==> src/rtl/lsu_pkg.sv <==
// Shared load/store-unit definitions.
//   - Size codes (funct3) carried with every memory request.
//   - sb_entry_t: one buffered store, kept verbatim as {addr, wdata, mask}.
//   - LSU_AW / LSU_DW: widths of the entry fields; the store buffer's AW/DW
//     parameters must match them.
package lsu_pkg;

  localparam int LSU_AW = 32;
  localparam int LSU_DW = 32;

  localparam logic [2:0] MASK_B  = 3'b000;
  localparam logic [2:0] MASK_H  = 3'b001;
  localparam logic [2:0] MASK_W  = 3'b010;
  localparam logic [2:0] MASK_BU = 3'b100;
  localparam logic [2:0] MASK_HU = 3'b101;

  typedef struct packed {
    logic [LSU_AW-1:0] addr;
    logic [LSU_DW-1:0] wdata;
    logic [2:0]        mask;
  } sb_entry_t;

endpackage

==> src/rtl/sb_fifo.sv <==
// Circular buffer of sb_entry_t with a parallel word-address compare.
// Ports:
//   clk, rst     clock, asynchronous active-high reset (empties the buffer)
//   push         write push_entry at tail (caller guarantees count < DEPTH)
//   pop          retire the head entry (caller guarantees count > 0)
//   cmp_addr     byte address compared against every valid entry
//   head_entry   oldest entry
//   count        number of valid entries
//   hit          some valid entry holds the same 32-bit word as cmp_addr
module sb_fifo
  import lsu_pkg::*;
#(
  parameter int DEPTH = 4
) (
  input  logic                     clk,
  input  logic                     rst,
  input  logic                     push,
  input  sb_entry_t                push_entry,
  input  logic                     pop,
  input  logic [LSU_AW-1:0]        cmp_addr,
  output sb_entry_t                head_entry,
  output logic [$clog2(DEPTH):0]   count,
  output logic                     hit
);

  localparam int PW = $clog2(DEPTH);

  sb_entry_t         entries_q [DEPTH];
  sb_entry_t         entries_d [DEPTH];
  logic [PW-1:0]     head_q, head_d;
  logic [PW-1:0]     tail_q, tail_d;
  logic [PW:0]       count_q, count_d;

  always_comb begin
    entries_d = entries_q;
    head_d    = head_q;
    tail_d    = tail_q;
    count_d   = count_q;
    if (push) begin
      entries_d[tail_q] = push_entry;
      tail_d            = tail_q + PW'(1);
    end
    if (pop) begin
      head_d = head_q + PW'(1);
    end
    case ({push, pop})
      2'b10:   count_d = count_q + (PW+1)'(1);
      2'b01:   count_d = count_q - (PW+1)'(1);
      default: count_d = count_q;
    endcase
  end

  always_ff @(posedge clk or posedge rst) begin
    if (rst) begin
      entries_q <= '{default: '0};
      head_q    <= '0;
      tail_q    <= '0;
      count_q   <= '0;
    end else begin
      entries_q <= entries_d;
      head_q    <= head_d;
      tail_q    <= tail_d;
      count_q   <= count_d;
    end
  end

  // Slot i is valid when its distance from head (modulo DEPTH) is below
  // count; pointers alone cannot tell full from empty.
  always_comb begin
    logic [PW-1:0] offset;
    offset = '0;
    hit    = 1'b0;
    for (int i = 0; i < DEPTH; i++) begin
      offset = PW'(i) - head_q;
      if (({1'b0, offset} < count_q) &&
          (entries_q[i].addr[LSU_AW-1:2] == cmp_addr[LSU_AW-1:2])) begin
        hit = 1'b1;
      end
    end
  end

  assign head_entry = entries_q[head_q];
  assign count      = count_q;

endmodule

==> src/rtl/store_buffer.sv <==
// Posted-write store buffer between the core LSU and data memory.
// Stores are accepted in one cycle and drained in FIFO order whenever the
// memory port is not taken by a load. Loads that miss the buffer go straight
// to memory; loads that hit a buffered word stall until the buffer no longer
// holds that word, so a load never sees memory older than a buffered store.
// Ports:
//   clk, rst        clock, asynchronous active-high reset
//   core_*          request from the core (addr, wdata, mask, wr_en, rd_en)
//   flush           fence: stall until every buffered store has drained
//   core_rdata      load data (mem_rdata passed through)
//   stall           core must hold PC and request stable this cycle
//   empty, count    buffer occupancy (registered)
//   mem_*           single read/write port to data memory
//
// Handshake: a request (core_wr_en or core_rd_en) is taken in the cycle
// where it is asserted with stall=0; while stall=1 the core keeps the same
// request on the bus and nothing about it is committed, except a store that
// arrives together with flush, which is pushed whenever a slot is free.
module store_buffer
  import lsu_pkg::*;
#(
  parameter int DEPTH = 4,
  parameter int AW    = LSU_AW,
  parameter int DW    = LSU_DW
) (
  input  logic                   clk,
  input  logic                   rst,
  input  logic [AW-1:0]          core_addr,
  input  logic [DW-1:0]          core_wdata,
  input  logic [2:0]             core_mask,
  input  logic                   core_wr_en,
  input  logic                   core_rd_en,
  input  logic                   flush,
  output logic [DW-1:0]          core_rdata,
  output logic                   stall,
  output logic                   empty,
  output logic [$clog2(DEPTH):0] count,
  output logic [AW-1:0]          mem_addr,
  output logic [DW-1:0]          mem_wdata,
  output logic [2:0]             mem_mask,
  output logic                   mem_wr_en,
  output logic                   mem_rd_en,
  input  logic [DW-1:0]          mem_rdata
);

  localparam int CW = $clog2(DEPTH) + 1;

  sb_entry_t     push_entry;
  sb_entry_t     head_entry;
  logic [CW-1:0] fifo_count;
  logic          hit;
  logic          full;
  logic          has_entries;
  logic          load_only;
  logic          rd_port;
  logic          push;

  assign push_entry = '{addr: core_addr, wdata: core_wdata, mask: core_mask};

  sb_fifo #(.DEPTH(DEPTH)) u_fifo (
    .clk        (clk),
    .rst        (rst),
    .push       (push),
    .push_entry (push_entry),
    .pop        (mem_wr_en),
    .cmp_addr   (core_addr),
    .head_entry (head_entry),
    .count      (fifo_count),
    .hit        (hit)
  );

  always_comb begin
    full        = (fifo_count == CW'(DEPTH));
    has_entries = (fifo_count != '0);
    load_only   = core_rd_en & ~core_wr_en;
    // A missing read request owns the memory port even when it rides along
    // with a store (its data is then ignored): drain waits for a cycle with
    // no read traffic.
    rd_port     = core_rd_en & ~hit & ~rst;
    // A full buffer refuses the store even if a drain frees a slot this
    // cycle; the held store is taken next cycle.
    push        = core_wr_en & ~full;
    stall       = ~rst & ((core_wr_en & full) |
                          (load_only & hit) |
                          (flush & has_entries));

    mem_addr  = '0;
    mem_wdata = '0;
    mem_mask  = '0;
    mem_wr_en = 1'b0;
    mem_rd_en = 1'b0;
    if (rd_port) begin
      mem_addr  = core_addr;
      mem_mask  = core_mask;
      mem_rd_en = 1'b1;
    end else if (has_entries) begin
      mem_addr  = head_entry.addr;
      mem_wdata = head_entry.wdata;
      mem_mask  = head_entry.mask;
      mem_wr_en = 1'b1;
    end
  end

  assign core_rdata = mem_rdata;
  assign count      = fifo_count;
  assign empty      = ~has_entries;

endmodule

==> config.mk <==
export PLATFORM = sky130hd
export DESIGN_NAME = store_buffer
export DESIGN_NICKNAME = d
export VERILOG_FILES = /design/src/rtl/lsu_pkg.sv /design/src/rtl/sb_fifo.sv /design/src/rtl/store_buffer.sv
export SDC_FILE = /design/constraint.sdc
export NUM_CORES = 1
export LEC_CHECK = 0
export CAP_MARGIN = 20
export CORE_MARGIN = 8
export CORE_UTILIZATION = 50
export DETAILED_ROUTE_END_ITERATION = 10
export PLACE_DENSITY = 0.74
export SETUP_SLACK_MARGIN = 0.4
export SYNTH_ARGS = -nofsm -noshare
export SYNTH_HDL_FRONTEND = slang
export SYNTH_SLANG_ARGS = --single-unit
==> constraint.sdc <==
create_clock -name clk -period 13.7 [get_ports clk]
set_input_delay 2.74 -clock clk [delete_from_list [all_inputs] [get_ports clk]]
set_output_delay 2.74 -clock clk [all_outputs]
set_load 0.02 [all_outputs]
==> metrics.txt, run 1 <==
cts bufs inserted 29; CP peak stage delay roughly 0.64 ns; total number of vias around 9500; most numerous cell on the critical path clkdlybuf4s50_1; GR Overflow Total 0; Cell Count, Final, Fillers Out 1707; Slew HR between 30% and 40%; first-pass GRT wire length 57590 um; starting density of the core between 50% and 60%; Setup violations, final 0; CP startpoint kind input pin; Post-CTS Hold Buffers 0; Critical Path Sink Type primary output; clock root buffer clkbuf_16; LEAKAGE between 7 and 8 nW; CTS clk-pin slew, worst paths approximately 0.060 ns; clock sink total approximately 280; number of max-cap violations 0; power per cell area 262.6 mW/mm2; Synthesized Nets 1362; RSZ-0062 raised after global routing false; CP arrival roughly 6.4 ns; Worst-Skew Late Latency about 0.54 ns; crit-path cells clkdlybuf4s50_1 -> xnor2_1 -> nand4_1 -> nor4_1 -> nand3_1 -> nand4_2 -> or2_2 -> buf_4 -> mux2i_1 -> clkdlybuf4s50_1; synthesized area per cell about 12 um2; CTS H-tree lvls 1; area leader, netlist dfrtp_1; number of global-route vias before repair 10100; Global Route Usage Sum 20.47%; Synth top cells by count dfrtp_1 (275), nand2_1 (182), o21ai_0 (143); sequential share of the synthesized area a little under half; share of Yosys cell area claimed by the top area cell type approximately 47%; most common cell in the synthesized netlist dfrtp_1; Synth Cell Area 0.01451 mm2; Max Slew Vio Count 0; worst hold path type flop to flop; Clock Path Buffers 3; Site Rows 62; Top FF cell, synth dfrtp_1; largest net degree at the start of global routing about 120; post-synthesis cell count roughly 1200; Synth async-reset ratio between 90% and 100%; post_cts resized 0; CP required 10.96 ns; Area growth syn-to-layout 15.00%; total setup buffers inserted after CTS 0; sequential share of power between 30% and 40%; Total Wirelength between 30000 and 40000 um; Pre-antenna DRT Iters 5; die width around 190 um; Placed Cells 1654; antenna violations before repair 1; net load switching power between 1.5 and 2 mW; CTS tree yes; Comb pwr share between 40% and 50%; Peak VDD IR 0.0001659 V; pre-CTS setup slack 4.568 ns; gpl congestion 0.9066; final core area utilization 58.31%; Max FO, Critical Path 28; internal power about 2.8 mW; DRT iter0 DRCs around 660; DRC viols 0; clock skew roughly 0.0082 ns; Final Worst Setup Slack 4.553 ns; Net count, final 1416; Crit-path slowest cell clkdlybuf4s50_1; Synth area leaders dfrtp_1 (47%), mux4_2 (10%), mux2_2 (9.9%), xnor2_1 (7.0%), o21ai_0 (4.9%); actual slew at the worst max-slew pin between 0.9 and 1 ns; post-route ant nets 0; Hold Fails Final Rpt 0; part of the cycle the worst path needs around two thirds; Post-synth EDFFs 0; share of cells above drive strength 1 about a fifth; die boundary height 186.4 um; fmax around 110 MHz; post-synth cell types 35; post-synthesis register bit count between 200 and 300; synth warn 0; DIE AREA 0.03474 mm2; Sw Share around 37%; drt via density 5.559; Buf+Inv Stages, Crit Path 3; hpwl dp ~24000 um; delay-heaviest family, CP buffers and inverters; status finished, final reports clean; WL per Instance 21.24 um; Clock Power Share between 15 and 20%; CORE AREA 0.02863 mm2; min Tclk post-route just over 9 ns; setup TNS 0 ns; number of I/O pins 210; port buffer count around 150; Worst Setup Path Type input pin to primary output
-- through the flow --
step	hold slack, ns	cell area, um2	power [mW]
after floorplan	0.4446	14510	2.911
after global placement	0.4575	15730	3.574
after detailed placement	0.4676	15730	3.628
after CTS	0.4805	16660	4.418
after global routing	0.4979	16690	4.653
final	0.4802	16690	4.383
-- area by class of cell --
cell class	instances	area [um2]
well taps	384	480.5
clock inverters	9	70.07
flip-flops and latches	275	6889
clock buffers	42	864.6
multi-input cells	785	6613
inverters	54	210.2
repair buffers	157	1562
fillers	2335	11930
diodes	1	2.502
-- per-layer routing --
metal,vias up,part of all wire (%),track usage [%]
li1,4338,-,-
met1,4759,43,27.07
met2,314,47,32.71
met3,77,6.5,4.698
met4,2,3.7,7.297
met5,-,0.036,0
-- final timing paths --
kind / slack [ns] / from / depth (start not counted) / end
min in group asynchronous: 2.81 / rst / 2 / u_fifo.entries_q[100]$_DFFE_PP0P_
hold / removal: 0.48 / u_fifo.entries_q[170]$_DFFE_PP0P_ / 2 / u_fifo.entries_q[170]$_DFFE_PP0P_
setup reg to reg: 9.41 / u_fifo.head_q[1]$_DFFE_PP0P_ / 18 / u_fifo.count[2]$_DFFE_PP0P_
hold reg to reg: 0.48 / u_fifo.entries_q[170]$_DFFE_PP0P_ / 2 / u_fifo.entries_q[170]$_DFFE_PP0P_
max in group asynchronous: 9.37 / rst / 3 / u_fifo.head_q[1]$_DFFE_PP0P_
setup / recovery: 4.55 / core_addr[30] / 10 / mem_addr[28]
-- worst reg2reg max path: cells and delay by family, from the launching register on --
kind                     cells  cell delay [ns]
XOR/XNOR                     3             0.55
AO/OA/AOI/OAI                3             0.39
AND/OR/NAND/NOR              3             0.45
flip-flops                   1             0.73
adder cells (fa/ha/maj)      3             0.74
buffers and inverters        6             1.36
-- power by group through the flow --
| stage | clock [mW] | combinational (mW) | sequential, mW |
|---|---|---|---|
| CTS | 0.786 | 2.10 | 1.53 |
| finish | 0.772 | 2.08 | 1.53 |
| floorplan | 0 | 1.50 | 1.41 |
| global route | 0.819 | 2.25 | 1.58 |
| detailed placement | 0 | 2.09 | 1.54 |
| global placement | 0 | 2.06 | 1.52 |
-- logic make-up after synthesis --
logic type      after synthesis  synth area share (%)
flops                       275                 47.41
simple gates                261                 7.983
mux                         230                 22.74
buf+inv                     188                 7.285
compound gates              157                 5.638
xor+xnor                    127                 8.026
fa+ha+maj                    10                0.9138
-- placed cells by master (no fill, tap or decap), types with 4 or more instances in the layout --
master	Yosys	final
a21oi_1	6	6
buf_4	34	11
clkbuf_1	55	4
clkbuf_16	0	29
clkbuf_8	0	9
clkdlybuf4s50_1	0	145
clkinv_2	0	8
dfrtp_1	275	273
ha_1	9	9
inv_1	53	52
mux2_2	128	128
mux2i_1	35	35
mux4_2	67	67
nand2_1	182	178
nand2_4	0	4
nand3_1	8	8
nand4_1	24	24
nor2_1	4	4
nor2b_1	32	32
nor3_1	4	4
nor4_1	4	4
o21ai_0	143	143
xnor2_1	116	116
xnor2_2	7	7
xor2_1	4	4
-- registers in the layout, indices dropped and copies added (netlist names) --
signal,count
u_fifo.head_q,2
u_fifo.count,3
u_fifo.entries_q,268
u_fifo.tail_q,2
No activity file was read; power rests on OpenSTA's default activity.
==> run 2: changes to the inputs <==
Clock period 13.7 ns to 9 ns, I/O delays scaled along.
==> run 2 against run 1 <==
Via count rose by 0.34%. Critical endpoint is now mem_addr[11]. Critical path type unchanged. Clock skew rose by 0.0099 ns. Hold slack better by 0.00097 ns. Non-clock buffer count stayed put. Highest routed layer unchanged. Global-route usage is 0.41 points higher. Sequential share of layout area fell by 1.5 points. Count of clock-buffer cells in the layout is 7 higher.
==> metrics.txt, run 2 (same netlist as run 1, synthesis figures left out) <==
status finished, final reports clean; GR Util met1 around 28%; Clock Path Buffers 3; number of global-route vias before repair 10110; min Tclk post-route roughly 7.5 ns; dpl cell area around 0.016 mm2; Critical Path Sink Type primary output; Pwr Total 7.052 mW; actual slew at the worst max-slew pin between 1 and 1.5 ns; fmax around 130 MHz; DIE AREA about 0.035 mm2; Hold Fails Final Rpt 0; LEAKAGE 7.264 nW; Max Slew Vio Count 0; most frequent cells in the layout dfrtp_1 (273), nand2_1 (178), clkdlybuf4s50_1 (145); DRT iter0 DRCs between 600 and 700; post-route ant nets 0; drt via density roughly 5.6; share of cells above drive strength 1 roughly 25%; max reg flops 268; CP required about 7.2 ns; clock root buffer clkbuf_16; Area growth syn-to-layout 19.38%; post_cts resized 0; Pre-antenna DRT Iters 5; M2 GR Usage roughly 33%; Site Rows 62; cts bufs inserted 30; clock skew approximately 0.018 ns; worst hold path type flop to flop; Largest Register u_fifo.entries_q; die boundary height approximately 190 um; first-pass GRT wire length slightly below 60000 um; WL per Instance around 22 um; die width between 150 and 200 um; hpwl dp roughly 24000 um; port buffer count around 150; Peak VDD IR between 0.0002 and 0.0003 V; Net count, final about 1400; setup TNS 0 ns; CTS tree yes; Final Cell Area between 0.015 and 0.02 mm2; power per cell area between 400 and 500 mW/mm2; Setup violations, final 0; Worst Setup Path Type input pin to primary output; part of the cycle the worst path needs between 80 and 90%; Max FO, Critical Path 18; number of max-cap violations 0; number of I/O pins 210; Worst-Skew Late Latency roughly 0.55 ns; clock sink total between 200 and 300; total number of vias around 9500; RSZ-0062 raised after global routing false; antenna violations before repair 4; GR Overflow Total 0; Total Wirelength 36780 um; Post-CTS Hold Buffers 0; Slew HR roughly 15%; gpl congestion around 0.91; met3 Use GR 5.313%; total setup buffers inserted after CTS 0; commonest non-fill, non-tap cell in the layout dfrtp_1; CORE AREA roughly 0.029 mm2; GR peak layer met2; largest net degree at the start of global routing 206; CP startpoint kind input pin; CTS H-tree lvls 1; CTS clk-pin slew, worst paths ~0.050 ns; Hold WS 0.4812 ns; Global Route Usage Sum a little over a fifth; starting density of the core 50.70%; DRC viols 0; CP arrival approximately 5.7 ns
-- run 2: cell count changes in the layout (fill, tap and decap cells not counted), sizes merged --
cell      before  now
diode          1    2
inv           54   53
bufinv         1    2
clkbuf        42   49
clkinv         8    0
clkinvlp       0    1
-- run 2: stage by stage --
step | std cells | util [%] | setup slack [ns]
CTS | 1706 | 60.51 | 1.484
global placement | 1655 | 57.01 | 1.565
floorplan | 1248 | - | 0.09900
global route | 1707 | 60.52 | 1.320
detailed placement | 1655 | 57.01 | 1.537
finish | 1708 | 60.53 | 1.484
-- run 2: worst max-delay path, stage by stage --
cell             delay, ns
clkdlybuf4s50_1       0.53
xnor2_1               0.41
nand4_1               0.15
nor4_1                0.38
nand3_1               0.15
nand4_2               0.21
or2_4                 0.59
buf_4                 0.52
mux2i_4               0.29
clkdlybuf4s50_1       0.64
-- run 2: layout make-up --
class | instances | area [um2]
flip-flops and latches | 275 | 6889
inverters | 54 | 206.4
fillers | 2243 | 11300
diodes | 2 | 5.005
clock inverters | 2 | 60.06
well taps | 384 | 480.5
multi-input cells | 785 | 7188
repair buffers | 157 | 1554
clock buffers | 49 | 943.4
-- run 2: final timing paths --
check                                             startpoint                                end  slack [ns]  cells after the start
max                                            core_addr[25]                       mem_addr[11]        1.48                     10
min                        u_fifo.entries_q[135]$_DFFE_PP0P_  u_fifo.entries_q[135]$_DFFE_PP0P_        0.48                      2
max reg2reg                     u_fifo.head_q[0]$_DFFE_PP0P_        u_fifo.count[2]$_DFFE_PP0P_        4.68                     17
min reg2reg                u_fifo.entries_q[135]$_DFFE_PP0P_  u_fifo.entries_q[135]$_DFFE_PP0P_        0.48                      2
max in group asynchronous                                rst   u_fifo.entries_q[77]$_DFFE_PP0P_        5.30                      4
min in group asynchronous                                rst  u_fifo.entries_q[219]$_DFFE_PP0P_        1.99                      3
-- run 2: per-layer routing --
| metal | wire length [um] | part of all wire [%] |
|---|---|---|
| met5 | 41 | 0.11 |
| met4 | 875 | 2.4 |
| met1 | 15600 | 42 |
| met3 | 2837 | 7.7 |
| met2 | 17420 | 47 |
-- run 2: where the power goes --
group / total (mW) / internal, mW / switching (mW)
sequential: 2.33 / 1.84 / 0.481
clock: 1.24 / 0.762 / 0.480
combinational: 3.48 / 1.85 / 1.63
==> run 3: changes to the inputs <==
Clock period 9 ns to 7.7 ns, I/O delays scaled along.
==> run 3 against run 2 <==
Non-clock buffer count is the same. Critical path depth is the same. Worst setup slack lost 0.52 ns. Die area is the same. Cell area is essentially flat. Flip-flop and latch count is the same. Sequential share of layout area is essentially flat. Routed wire length shrank 0.42%. Final cell count is essentially flat. Register-to-register slack lost 1.0 ns. Via count grew 1.6%. Critical path type unchanged. Critical endpoint is now mem_addr[29].
==> metrics.txt, run 3 (same netlist as run 1, synthesis figures left out) <==
WL per Instance between 20 and 25 um; Post-CTS Hold Buffers 0; Site Rows 62; CP required 6.16 ns; Max Slew Vio Count 0; Area growth syn-to-layout 19.37%; GR Overflow Total 0; DRT iter0 DRCs 938; number of I/O pins 210; CTS clk-pin slew, worst paths around 0.06 ns; starting density of the core between 50% and 60%; total setup buffers inserted after CTS 0; CORE AREA 0.02863 mm2; die boundary height ~190 um; DRC viols 0; wire length on met3 ~2800 um; Worst-Skew Late Latency between 0.5 and 0.6 ns; max reg flops approximately 270; Clock Path Buffers 3; most numerous cell on the critical path clkdlybuf4s50_1; CTS tree yes; Placed Cells about 1700; port buffer count around 150; CP arrival 5.20 ns; clock skew 0.02184 ns; clock root buffer clkbuf_16; number of max-cap violations 0; most frequent cells in the layout dfrtp_1 (273), nand2_1 (178), clkdlybuf4s50_1 (145); Worst Setup Path Type input pin to primary output; pre-CTS setup slack 0.9694 ns; Setup violations, final 0; number of global-route vias before repair ~10000; wire length on met2 approximately 17000 um; CP peak stage delay a little over 0.6 ns; LEAKAGE about 7.3 nW; crit-path cells clkdlybuf4s50_1 -> xnor2_1 -> nand4_1 -> nor4_1 -> nand3_1 -> nand4_2 -> or2_4 -> buf_4 -> mux2i_4 -> clkdlybuf4s50_1; antenna violations before repair 5; Total Wirelength between 30000 and 40000 um; drt via density 5.662; dpl cell area about 0.016 mm2; Peak VDD IR 0.0003063 V; DIE AREA about 0.035 mm2; cts bufs inserted 29; CP startpoint kind input pin; post-route ant nets 0; Net count, final 1416; clock sink total about 280; die width 186.4 um; hpwl dp 24330 um; total number of vias 9676; gpl congestion between 0.9 and 1; Largest Register u_fifo.entries_q; CTS H-tree lvls 1; Pwr Total 8.215 mW; power per cell area about 470 mW/mm2; largest net degree at the start of global routing between 200 and 250; Crit-path slowest cell clkdlybuf4s50_1; final core area utilization between 60% and 70%; fmax approximately 150 MHz; top routing layer used met5; Max FO, Critical Path 18; Final Worst Setup Slack 0.9643 ns; Slew HR about 5.3%; Pre-antenna DRT Iters 7; Final Cell Area 0.01733 mm2; RSZ-0062 raised after global routing false; Cell Count, Final, Fillers Out roughly 1700; worst hold path type flop to flop; commonest non-fill, non-tap cell in the layout dfrtp_1; Hold Fails Final Rpt 0; min Tclk post-route between 6 and 7 ns; part of the cycle the worst path needs a little under 90%; status finished, final reports clean; actual slew at the worst max-slew pin approximately 1.4 ns; setup TNS 0 ns; post_cts resized 0; Hold WS 0.4772 ns; Global Route Usage Sum a little over a fifth; first-pass GRT wire length approximately 60000 um; share of cells above drive strength 1 between 20% and 30%; wl on met1 around 15000 um; Critical Path Sink Type primary output
==> run 3: cell count changes in the layout (fill, tap and decap cells not counted), sizes merged <==
| cell | change |
|---|---|
| clkinv | +7 |
| clkbuf | -6 |
| diode | -1 |
| inv | +1 |
==> run 3: power breakdown <==
part	internal (mW)	leakage [nW]	switching (mW)
Sequential	2.15	3.36	0.572
Combinational	2.18	3.43	1.90
Clock	0.834	0.482	0.576
Total	5.17	7.28	3.04
==> run 3: layout make-up <==
type	instances	area [um2]
fillers	2225	11300
multi-input cells	785	7208
flip-flops and latches	275	6887
repair buffers	157	1579
clock buffers	43	858.3
well taps	384	480.5
inverters	54	206.4
clock inverters	10	103.9
diodes	1	2.502
==> run 3: routing by layer <==
layer	vias up	global-route usage, %
li1	4340	-
met1	4873	27.10
met2	366	33.65
met3	89	5.406
met4	8	8.621
met5	-	0
==> run 3: critical path, delay by kind of cell <==
family | cells | cell delay (ns)
buffers and inverters | 3 | 1.55
and+or+nand+nor | 5 | 1.45
xor gates and xnor gates | 1 | 0.39
muxes | 1 | 0.25
==> run 3: final timing paths <==
path	start	endpoint	slack (ns)	cells after the start
max	core_addr[13]	mem_addr[29]	0.96	10
min	u_fifo.entries_q[69]$_DFFE_PP0P_	u_fifo.entries_q[69]$_DFFE_PP0P_	0.48	2
max reg2reg	u_fifo.head_q[0]$_DFFE_PP0P_	u_fifo.count[1]$_DFFE_PP0P_	3.65	15
min reg2reg	u_fifo.entries_q[69]$_DFFE_PP0P_	u_fifo.entries_q[69]$_DFFE_PP0P_	0.48	2
max in group asynchronous	rst	u_fifo.head_q[1]$_DFFE_PP0P_	4.42	4
min in group asynchronous	rst	u_fifo.tail_q[0]$_DFFE_PP0P_	1.57	3
